--- src/rtl/inst_loader.sv ---
// inst_loader: receives a length-prefixed serial program image and writes
// it word by word into instruction memory, then releases the core reset.
module inst_loader #(
    parameter int CPU_WIDTH = 32,
    parameter int IMEM_AW   = 8,
    parameter int TIMEOUT   = 1000
) (
    input  logic                 clk,
    input  logic                 rst,
    input  logic                 load_start,
    input  logic                 byte_vld,
    input  logic [7:0]           byte_data,
    output logic                 byte_rdy,
    output logic                 imem_we,
    output logic [IMEM_AW-1:0]   imem_waddr,
    output logic [CPU_WIDTH-1:0] imem_wdata,
    output logic                 core_rst_n,
    output logic                 load_done,
    output logic                 load_err,
    output logic [1:0]           err_code
);

    localparam int TW = $clog2(TIMEOUT + 1);
    localparam logic [16:0] MAX_WORDS = 17'd1 << IMEM_AW;

    localparam logic [1:0] E_NONE = 2'd0;
    localparam logic [1:0] E_LEN  = 2'd1;
    localparam logic [1:0] E_CSUM = 2'd2;
    localparam logic [1:0] E_TOUT = 2'd3;

    typedef enum logic [2:0] {
        S_IDLE,
        S_LEN0,
        S_LEN1,
        S_DATA,
        S_CSUM,
        S_DONE,
        S_ERR
    } state_t;

    state_t               state_q, state_d;
    logic [15:0]          cnt_q, cnt_d;
    logic [IMEM_AW-1:0]   widx_q, widx_d;
    logic [1:0]           bidx_q, bidx_d;
    logic [CPU_WIDTH-1:0] word_q, word_d;
    logic [7:0]           csum_q, csum_d;
    logic [TW-1:0]        timer_q, timer_d;
    logic                 we_q, we_d;
    logic [IMEM_AW-1:0]   waddr_q, waddr_d;
    logic [CPU_WIDTH-1:0] wdata_q, wdata_d;
    logic [1:0]           err_q, err_d;

    logic        busy;
    logic        xfer;
    logic [15:0] len_n;
    logic        len_bad;
    logic        last_word;

    assign busy = (state_q == S_LEN0) || (state_q == S_LEN1) ||
                  (state_q == S_DATA) || (state_q == S_CSUM);
    assign xfer = busy && byte_vld;

    assign len_n     = {byte_data, cnt_q[7:0]};
    assign len_bad   = (len_n == 16'd0) || ({1'b0, len_n} > MAX_WORDS);
    assign last_word = (17'(widx_q) + 17'd1) == {1'b0, cnt_q};

    // Next-state: frame parsing, word assembly, checksum and idle timer
    always_comb begin
        state_d = state_q;
        cnt_d   = cnt_q;
        widx_d  = widx_q;
        bidx_d  = bidx_q;
        word_d  = word_q;
        csum_d  = csum_q;
        timer_d = timer_q;
        we_d    = 1'b0;
        waddr_d = waddr_q;
        wdata_d = wdata_q;
        err_d   = err_q;

        case (state_q)
            S_IDLE, S_DONE, S_ERR: begin
                if (load_start) begin
                    state_d = S_LEN0;
                    widx_d  = '0;
                    bidx_d  = '0;
                    word_d  = '0;
                    csum_d  = '0;
                    timer_d = '0;
                    err_d   = E_NONE;
                end
            end
            S_LEN0: begin
                if (xfer) begin
                    cnt_d[7:0] = byte_data;
                    state_d    = S_LEN1;
                end
            end
            S_LEN1: begin
                if (xfer) begin
                    cnt_d[15:8] = byte_data;
                    if (len_bad) begin
                        state_d = S_ERR;
                        err_d   = E_LEN;
                    end else begin
                        state_d = S_DATA;
                    end
                end
            end
            S_DATA: begin
                if (xfer) begin
                    word_d[{bidx_q, 3'b000} +: 8] = byte_data;
                    csum_d = csum_q + byte_data;
                    bidx_d = bidx_q + 2'd1;
                    if (bidx_q == 2'd3) begin
                        we_d    = 1'b1;
                        waddr_d = widx_q;
                        wdata_d = word_d;
                        widx_d  = widx_q + IMEM_AW'(1);
                        if (last_word) begin
                            state_d = S_CSUM;
                        end
                    end
                end
            end
            S_CSUM: begin
                if (xfer) begin
                    if (byte_data == csum_q) begin
                        state_d = S_DONE;
                    end else begin
                        state_d = S_ERR;
                        err_d   = E_CSUM;
                    end
                end
            end
            default: state_d = S_IDLE;
        endcase

        // A stalled sender aborts the load; a transfer never coincides
        if (busy) begin
            if (xfer) begin
                timer_d = '0;
            end else if (timer_q == TW'(TIMEOUT - 1)) begin
                state_d = S_ERR;
                err_d   = E_TOUT;
            end else begin
                timer_d = timer_q + TW'(1);
            end
        end
    end

    // State registers with synchronous reset
    always_ff @(posedge clk) begin
        if (rst) begin
            state_q <= S_IDLE;
            cnt_q   <= '0;
            widx_q  <= '0;
            bidx_q  <= '0;
            word_q  <= '0;
            csum_q  <= '0;
            timer_q <= '0;
            we_q    <= 1'b0;
            waddr_q <= '0;
            wdata_q <= '0;
            err_q   <= E_NONE;
        end else begin
            state_q <= state_d;
            cnt_q   <= cnt_d;
            widx_q  <= widx_d;
            bidx_q  <= bidx_d;
            word_q  <= word_d;
            csum_q  <= csum_d;
            timer_q <= timer_d;
            we_q    <= we_d;
            waddr_q <= waddr_d;
            wdata_q <= wdata_d;
            err_q   <= err_d;
        end
    end

    // Outputs are forced quiet during the reset cycle itself
    assign byte_rdy   = busy && !rst;
    assign imem_we    = we_q && !rst;
    assign imem_waddr = rst ? '0 : waddr_q;
    assign imem_wdata = rst ? '0 : wdata_q;
    assign core_rst_n = (state_q == S_DONE) && !rst;
    assign load_done  = (state_q == S_DONE) && !rst;
    assign load_err   = (state_q == S_ERR) && !rst;
    assign err_code   = rst ? E_NONE : err_q;

endmodule

--- config.mk ---
export PLATFORM = sky130hd
export DESIGN_NAME = inst_loader
export DESIGN_NICKNAME = d
export VERILOG_FILES = /design/src/rtl/inst_loader.sv
export SDC_FILE = /design/constraint.sdc
export NUM_CORES = 1
export LEC_CHECK = 0
export CORE_UTILIZATION = 50
export CTS_CLUSTER_DIAMETER = 80
export DETAILED_ROUTE_END_ITERATION = 16
export GPL_TIMING_DRIVEN = 0
export MAX_ROUTING_LAYER = met4
export PLACE_DENSITY = 0.68
export SLEW_MARGIN = 10
export SYNTH_ARGS = -nofsm -noshare
export SYNTH_HDL_FRONTEND = slang
export SYNTH_SLANG_ARGS = --single-unit
--- constraint.sdc ---
create_clock -name clk -period 4.53 [get_ports clk]
set_input_delay 0.453 -clock clk [delete_from_list [all_inputs] [get_ports clk]]
set_output_delay 0.453 -clock clk [all_outputs]
set_load 0.02 [all_outputs]
==> results of run 1 <==
cell type report:
cell class                      count  area [um^2]  area share
Buffer                             58          300      0.0400
Multi-Input combinational cell    586         3330       0.444
Sequential cell                   122         2440       0.325
Clock inverter                      8          115      0.0153
Inverter                           17         63.8     0.00850
Tap cell                          147          184      0.0245
Timing Repair Buffer               57          571      0.0760
Clock buffer                       23          498      0.0664
layout by cell type (no fill, tap or decap), types with 5 or more instances in the layout:
master,count
a211oi_1,21
a21oi_1,73
a22o_1,8
a22oi_1,34
and3_1,7
buf_1,6
buf_2,12
buf_4,7
buf_6,5
clkbuf_1,26
clkbuf_16,17
clkbuf_8,5
clkdlybuf4s50_1,57
clkinv_2,5
dfxtp_1,122
ha_1,15
inv_1,15
nand2_1,105
nand3_1,21
nor2_1,115
nor2b_1,47
nor3_1,18
nor4_1,7
o21ai_0,20
or3_1,5
xnor2_1,12
xor2_1,9
metal layers:
metal,routed length (um),vias to the layer above,part of all wire
met5,0,-,0
met1,7620,2802,0.44
met2,7860,228,0.46
met4,609,0,0.035
li1,-,2870,-
met3,1120,53,0.065
report_power, final:
group | internal (mW) | switching [mW]
clock | 0.929 | 0.473
sequential | 1.09 | 0.0128
combinational | 0.102 | 0.207
total | 2.12 | 0.693
worst min-delay path, delay by kind of cell, from the launching register on:
family | cells | cell delay [ns]
flip-flops | 1 | 0.30
AND/OR/NAND/NOR | 1 | 0.05
AO/OA/AOI/OAI | 1 | 0.05
flip-flops by register name, indices dropped and copies added (netlist names), 3 cells and up:
name	flops
widx_q	8
word_q	32
wdata_q	32
state_q	3
timer_q	10
waddr_q	8
csum_q	8
cnt_q	16
kinds of logic (layout without fill, tap and decap cells):
| kind of cell | Yosys count | in the layout | synth area share |
|---|---|---|---|
| AOI/OAI and AO/OA | 186 | 186 | 0.194 |
| xor gates and xnor gates | 22 | 22 | 0.0326 |
| adders and majority gates | 16 | 16 | 0.0339 |
| buffers and inverters | 75 | 163 | 0.0593 |
| DFF | 122 | 122 | 0.398 |
| muxes | 3 | 3 | 0.00530 |
| and+or+nand+nor | 359 | 359 | 0.277 |
worst paths after layout:
kind	from	endpoint	slack, ns	depth (start not counted)
max reg2reg	bidx_q[0]	wdata_q[5]	2.04	7
min	wdata_q[7]	wdata_q[7]	0.45	2
max	rst	load_done	1.03	6
min reg2reg	wdata_q[7]	wdata_q[7]	0.45	2
metrics by stage:
step	hold slack, ns	utilization	area (um^2)
finish	0.451	0.625	7500
detailed placement	0.445	0.574	6890
global route	0.481	0.625	7500
global placement	0.441	0.574	6890
CTS	0.454	0.625	7500
floorplan	0.432	-	6140
==> flow_metrics.tcl, run 1 <==
set metrics [dict create \
    outcome "finished, final reports clean" \
    critical_path_buf_inv_count 5 \
    grt-ovfl-total 0 \
    clock_path_buffers 2 \
    setup_viol 0 \
    htree_levels 4 \
    grt_pass1_vias 5696 \
    synth_area_leaders "dfxtp_1 40%, nor2_1 7.0%, nand2_1 6.4%" \
    routed_via_density 5.85 \
    synth_cells 783 \
    final_nets 887 \
    final_max_slew_viol_count 0 \
    cts_tree "yes" \
    finalWorstSetupSlack_ns 1.03 \
    power_density_nw_per_um2 375 \
    via_count 5953 \
    drt-pass1-iter-count 5 \
    ys_seq_area_frac 0.398 \
    grt.met2_usage 0.458 \
    min_path_type "reg2reg" \
    clock-sinks 122 \
    cp_slowest_cell "clkdlybuf4s50_1" \
    layout.cells.non_filler 1018 \
    ys_types 62 \
    drtIter0Drc 474 \
    cts_resized 0 \
    maxCapViolCount 0 \
    busiest_layer "met2" \
    syn_area_per_cell_um2 7.84 \
    cp_max_fo 10 \
    dieArea_um2 12700 \
    worstPathRequired_ns 4.08 \
    post-route-period-util 0.773 \
    num_rows 40 \
    synth_top_area_frac 0.398 \
    cp_common_cell "clkdlybuf4s50_1" \
    wl_per_cell_um 16.9 \
    synthesis.area_um2 6140 \
    area_growth_pct 22.3 \
    place_inst 987 \
    start_util 0.511 \
    grt_usage 0.291 \
    die_x_um 113 \
    gp_congestion 0.891 \
    worstPathCellList "clkdlybuf4s50_1 > clkbuf_1 > buf_1 > nor3b_1 > buf_4 > clkdlybuf4s50_1" \
    dp.final_hpwl_um 12000 \
    fin_worst_skew_ns 0.00604 \
    synth_most_common_cell "dfxtp_1" \
    met1_usage 0.355 \
    worstMarginPinSlew_ns 0.947 \
    final.fill_count 1108 \
    finalWirelength_um 17200 \
    power_mw 2.81 \
    worstSetupPathType "in2out" \
    synthFlopType "dfxtp_1" \
    p_leak_nw 2.60 \
    pre_cts_ws_ns 1.08 \
    ys_top_cells_by_count "122 x dfxtp_1, 115 x nor2_1, 105 x nand2_1, 73 x a21oi_1, 47 x nor2b_1" \
    start_kind "input port" \
    endpoint_kind "output port" \
    clock_latency_ns 0.42 \
    io_pins 59 \
    yosysWarningCount 0 \
    critical-path-max-stage-delay_ns 0.72 \
    cts_buffers 17 \
    grt_max_degree 17 \
    clk_pin_slew_worst_paths_ns 0.05 \
    cts_setup_buffers 0 \
    crit_family "buffers and inverters" \
    drc 0 \
    rsz0062_at_grt "no" \
    fp.dieH_um 113 \
    grt_pass1_wl_um 28000 \
    portBuffers 57 \
    max-vdd-ir-drop_mv 0.217 \
    synth_edf_count 0 \
    cts-root-buf "clkbuf_16" \
    core_um2 12000 \
    ant_nets 0 \
    final_hold_viol_count 0 \
    drive_gt1_frac 0.0781 \
    fin_tns_setup_ns 0 \
    antenna_found_initial 0 \
    syn_nets 811 \
    ys_async_sr_fraction 0 \
    ys_seq_elements 122 \
    min_period_ns 3.50 \
    cts_hold_buf 0 \
    timing.fmax_ghz 0.285 \
    antenna_cells 0 \
    grtUsageMet3 0.0573 \
    relSlewSlack 0.364 \
    arrival_ns 3.05 \
    yosysTopAreaCell "dfxtp_1" \
]
Note: power is estimated with default switching activity, not from simulation.
==> run 2: changes to the inputs <==
- PLACE_DENSITY: 0.68 -> 0.71
- clock period: 4.53 -> 3.1 ns (I/O delays scaled with it)
==> flow_metrics.tcl, run 2 (synthesis results as in run 1) <==
set metrics [dict create \
    endpoint_kind "output port" \
    grt_pass1_wl_um 27500 \
    r2r_end "wdata_q[28]" \
    maxCapViolCount 0 \
    dieArea_um2 12700 \
    min_delay_worst_endpoint "cnt_q[7]" \
    ant_nets 0 \
    clock-sinks 122 \
    fin_worst_skew_ns 0.00543 \
    clk_pin_slew_worst_paths_ns 0.06 \
    post-route-period-util 0.971 \
    antenna_found_initial 0 \
    wl_per_cell_um 16.9 \
    cp_common_cell "clkdlybuf4s50_1" \
    drtIter0Drc 416 \
    timing.fmax_ghz 0.332 \
    setup_viol 0 \
    reg_top3 "wdata_q x32, word_q x32, cnt_q x16" \
    portBuffers 57 \
    gp_congestion 0.891 \
    antenna_cells 0 \
    grt_max_degree 17 \
    max-vdd-ir-drop_mv 0.440 \
    final_cell_mix "122 x dfxtp_1, 115 x nor2_1, 105 x nand2_1, 73 x a21oi_1, 57 x clkdlybuf4s50_1" \
    min_from "byte_data[7]" \
    r2r-start "bidx_q[0]" \
    finalWirelength_um 17200 \
    drt-pass1-iter-count 7 \
    cts_setup_buffers 0 \
    core_um2 12000 \
    layout.cells.non_filler 1019 \
    cts_hold_buf 0 \
    routed_via_density 5.80 \
    cts-root-buf "clkbuf_16" \
    p_leak_nw 2.60 \
    min_period_ns 3.01 \
    r2r_cells 5 \
    grt_pass1_vias 5567 \
    die_x_um 113 \
    whs_path_depth 3 \
    regToRegSetupSlack_ns 0.61 \
    place_inst 987 \
    clock_latency_ns 0.43 \
    clock_path_buffers 2 \
    via_count 5908 \
    rsz0062_at_grt "no" \
    cts_resized 1 \
    mostFrequentLayoutCell "dfxtp_1" \
    area_growth_pct 22.6 \
    num_rows 40 \
    drc 0 \
    io_pins 59 \
    start_util 0.511 \
    worstPathCellList "clkdlybuf4s50_1 > clkbuf_1 > buf_1 > nor3_1 > clkdlybuf4s50_1" \
    cts_buffers 17 \
    worstSetupPathType "in2out" \
    power_density_nw_per_um2 555 \
    final_nets 887 \
    final_max_slew_viol_count 0 \
    cp_slowest_cell "clkdlybuf4s50_1" \
    start_kind "input port" \
    grt_usage 0.288 \
    cp_max_fo 10 \
    grt-ovfl-total 0 \
    worstPathRequired_ns 2.79 \
    relSlewSlack 0.384 \
    min_path_type "in2reg" \
    dp.final_hpwl_um 12100 \
    arrival_ns 2.70 \
    outcome "finished, final reports clean" \
    drive_gt1_frac 0.0791 \
    final_hold_viol_count 0 \
    fp.dieH_um 113 \
    htree_levels 4 \
    worstMarginPinSlew_ns 0.917 \
    hold_ws_ns 0.404 \
    critical-path-max-stage-delay_ns 0.71 \
    cts_tree "yes" \
]
==> run 2: worst max path at each step <==
stage,start,to,slack [ns],cells past startpoint
after floorplan,bidx_q[0],wdata_q[14],1.17,6
after CTS,rst,load_err,0.16,5
after global routing,rst,load_err,0.06,5
after detailed placement,rst,load_done,-0.07,6
final,rst,load_err,0.09,5
after global placement,rst,load_done,-0.04,6
==> run 2: through the flow <==
| stage | power (mW) | util | cell area (um^2) | TNS, ns | worst slack (ns) |
|---|---|---|---|---|---|
| after CTS | 4.18 | 0.626 | 7520 | 0 | 0.163 |
| after global routing | 4.30 | 0.626 | 7520 | 0 | 0.0600 |
| after detailed placement | 2.08 | 0.574 | 6890 | -0.0713 | -0.0713 |
| final | 4.17 | 0.626 | 7520 | 0 | 0.0908 |
| after floorplan | 1.95 | - | 6140 | 0 | 1.17 |
| after global placement | 2.07 | 0.574 | 6890 | -0.0445 | -0.0445 |
==> run 2: report_power, final <==
group / internal (mW) / switching, mW / leakage, nW
Sequential: 1.59 / 0.0186 / 0.984
Clock: 1.38 / 0.724 / 0.307
Combinational: 0.149 / 0.304 / 1.31
==> run 2: layer usage <==
layer	vias to the layer above	GRT usage	wire (um)
li1	2890	-	-
met1	2766	0.352	7690
met2	214	0.451	8010
met3	38	0.0621	1050
met4	0	0.145	459
met5	-	-	0
==> run 2: layout make-up <==
| class | instances | area (um^2) |
|---|---|---|
| sequential | 122 | 2440 |
| inverter | 17 | 63.8 |
| clock buffer | 21 | 460 |
| timing repair buffer | 57 | 571 |
| tap | 147 | 184 |
| buffer | 58 | 302 |
| clock inverter | 11 | 169 |
| multi-input combinational | 586 | 3330 |
| fill | 1064 | 4490 |
==> run 2: worst max-delay path: cells and delay by family <==
kind | cells | cell delay (ns)
and+or+nand+nor | 1 | 0.10
buffers and inverters | 4 | 2.28
==> run 3: changes to the inputs <==
- CORE_ASPECT_RATIO: not set -> 2
==> flow_metrics.tcl, run 3 (synthesis results as in run 1) <==
set metrics [dict create \
    outcome "finished, final reports clean" \
    drc 0 \
    worstSetupPathType "in2out" \
    ant_nets 0 \
    core_um2 11800 \
    endpoint_kind "output port" \
    fin_worst_skew_ns 0.00756 \
    antenna_cells 0 \
    clock_latency_ns 0.42 \
    clock_path_buffers 2 \
    min_path_type "in2reg" \
    whs_path_depth 3 \
    cts_buffers 17 \
    gp_congestion 0.885 \
    rsz0062_at_grt "no" \
    area_growth_pct 21.6 \
    start_util 0.518 \
    drtIter0Drc 335 \
    grt_pass1_wl_um 29200 \
    cts-root-buf "clkbuf_16" \
    drt-pass1-iter-count 6 \
    setup_viol 0 \
    post-route-period-util 0.966 \
    io_pins 59 \
    cts_tree "yes" \
    final_cell_mix "122 x dfxtp_1, 115 x nor2_1, 105 x nand2_1, 73 x a21oi_1, 57 x clkdlybuf4s50_1" \
    grt_max_degree 17 \
    hold_ws_ns 0.425 \
    worstPathRequired_ns 2.79 \
    dieArea_um2 12700 \
    final_max_slew_viol_count 0 \
    max-vdd-ir-drop_mv 0.428 \
    fp.dieH_um 159 \
    portBuffers 57 \
    grt_pass1_vias 5906 \
    timing.fmax_ghz 0.334 \
    dp.final_hpwl_um 13400 \
    arrival_ns 2.68 \
    p_leak_nw 2.57 \
    reg_top3 "wdata_q x32, word_q x32, cnt_q x16" \
    place_area_um2 6890 \
    power_mw 4.00 \
    die_x_um 80.3 \
    wl_per_cell_um 17.9 \
    finalWirelength_um 18100 \
    power_density_nw_per_um2 536 \
    antenna_found_initial 0 \
    final.fill_count 1061 \
    final_cell_area_um2 7460 \
    relSlewSlack 0.339 \
    grt-ovfl-total 0 \
    final_nets 887 \
    worstMarginPinSlew_ns 0.983 \
    start_kind "input port" \
    mostFrequentLayoutCell "dfxtp_1" \
    maxCapViolCount 0 \
    r2r_cells 6 \
    htree_levels 4 \
    clk_pin_slew_worst_paths_ns 0.06 \
    drive_gt1_frac 0.0815 \
    final_hold_viol_count 0 \
    cp_max_fo 10 \
    routed_via_density 5.84 \
    clock-sinks 122 \
    min_period_ns 2.99 \
    num_rows 56 \
    grt_usage 0.314 \
    via_count 5931 \
]
-- run 3: cell types whose count changed in the layout (fill, tap and decap cells not counted) --
cell and change:
clkinvlp_4 +4, buf_1 -1, clkinv_4 -1, bufinv_16 -2, clkbuf_8 -2, inv_6 +2
clkbuf_2 +1, clkbuf_1 -2
-- run 3: through the flow --
stage                     utilization  instances  worst slack [ns]  setup TNS [ns]
final                           0.630       1016             0.106               0
after global routing            0.630       1016            0.0240               0
after CTS                       0.630       1016            0.0372               0
after detailed placement        0.582        985           -0.0994         -0.0994
after global placement          0.582        985           -0.0578         -0.0578
after floorplan                     -        783              1.17               0
-- run 3: metal layers --
metal  track usage  up-vias  part of all wire
met1         0.302     2838              0.37
met5             -        -                 0
met2         0.586      170              0.55
li1              -     2866                 -
met4         0.166        0             0.045
met3        0.0499       57             0.034
-- run 3: area by class of cell --
| class | instances | area [um^2] | area share |
|---|---|---|---|
| clock buffer | 17 | 425 | 0.0570 |
| tap | 145 | 181 | 0.0243 |
| clock inverter | 14 | 148 | 0.0198 |
| timing repair buffer | 57 | 571 | 0.0764 |
| multi-input combinational | 586 | 3330 | 0.446 |
| buffer | 58 | 303 | 0.0406 |
| sequential | 122 | 2440 | 0.327 |
| inverter | 17 | 63.8 | 0.00855 |
-- run 3: critical path, stage by stage --
cell and delay (ns):
clkdlybuf4s50_1 0.67, clkbuf_1 0.52, buf_2 0.39, nor3b_1 0.11
buf_4 0.14, clkdlybuf4s50_1 0.53
-- run 3: final timing paths --
path	to	slack (ns)	start
min	cnt_q[7]	0.43	byte_data[7]
min reg2reg	waddr_q[7]	0.45	waddr_q[7]
max reg2reg	wdata_q[14]	0.58	bidx_q[0]
max	load_done	0.11	rst
-- run 3: where the power goes --
group / total (mW) / switching (mW) / internal [mW]
Sequential: 1.61 / 0.0197 / 1.59
Clock: 1.93 / 0.749 / 1.18
Combinational: 0.460 / 0.311 / 0.149
-- run 3: timing repair --
item | 4_1_cts | 5_1_grt
endpoints found under the hold margin | 0 | 0
setup buffers | 0 | 0
gates resized for setup | 1 | 1
hold buffers | 0 | 0
endpoints found under the setup margin | 1 | 1
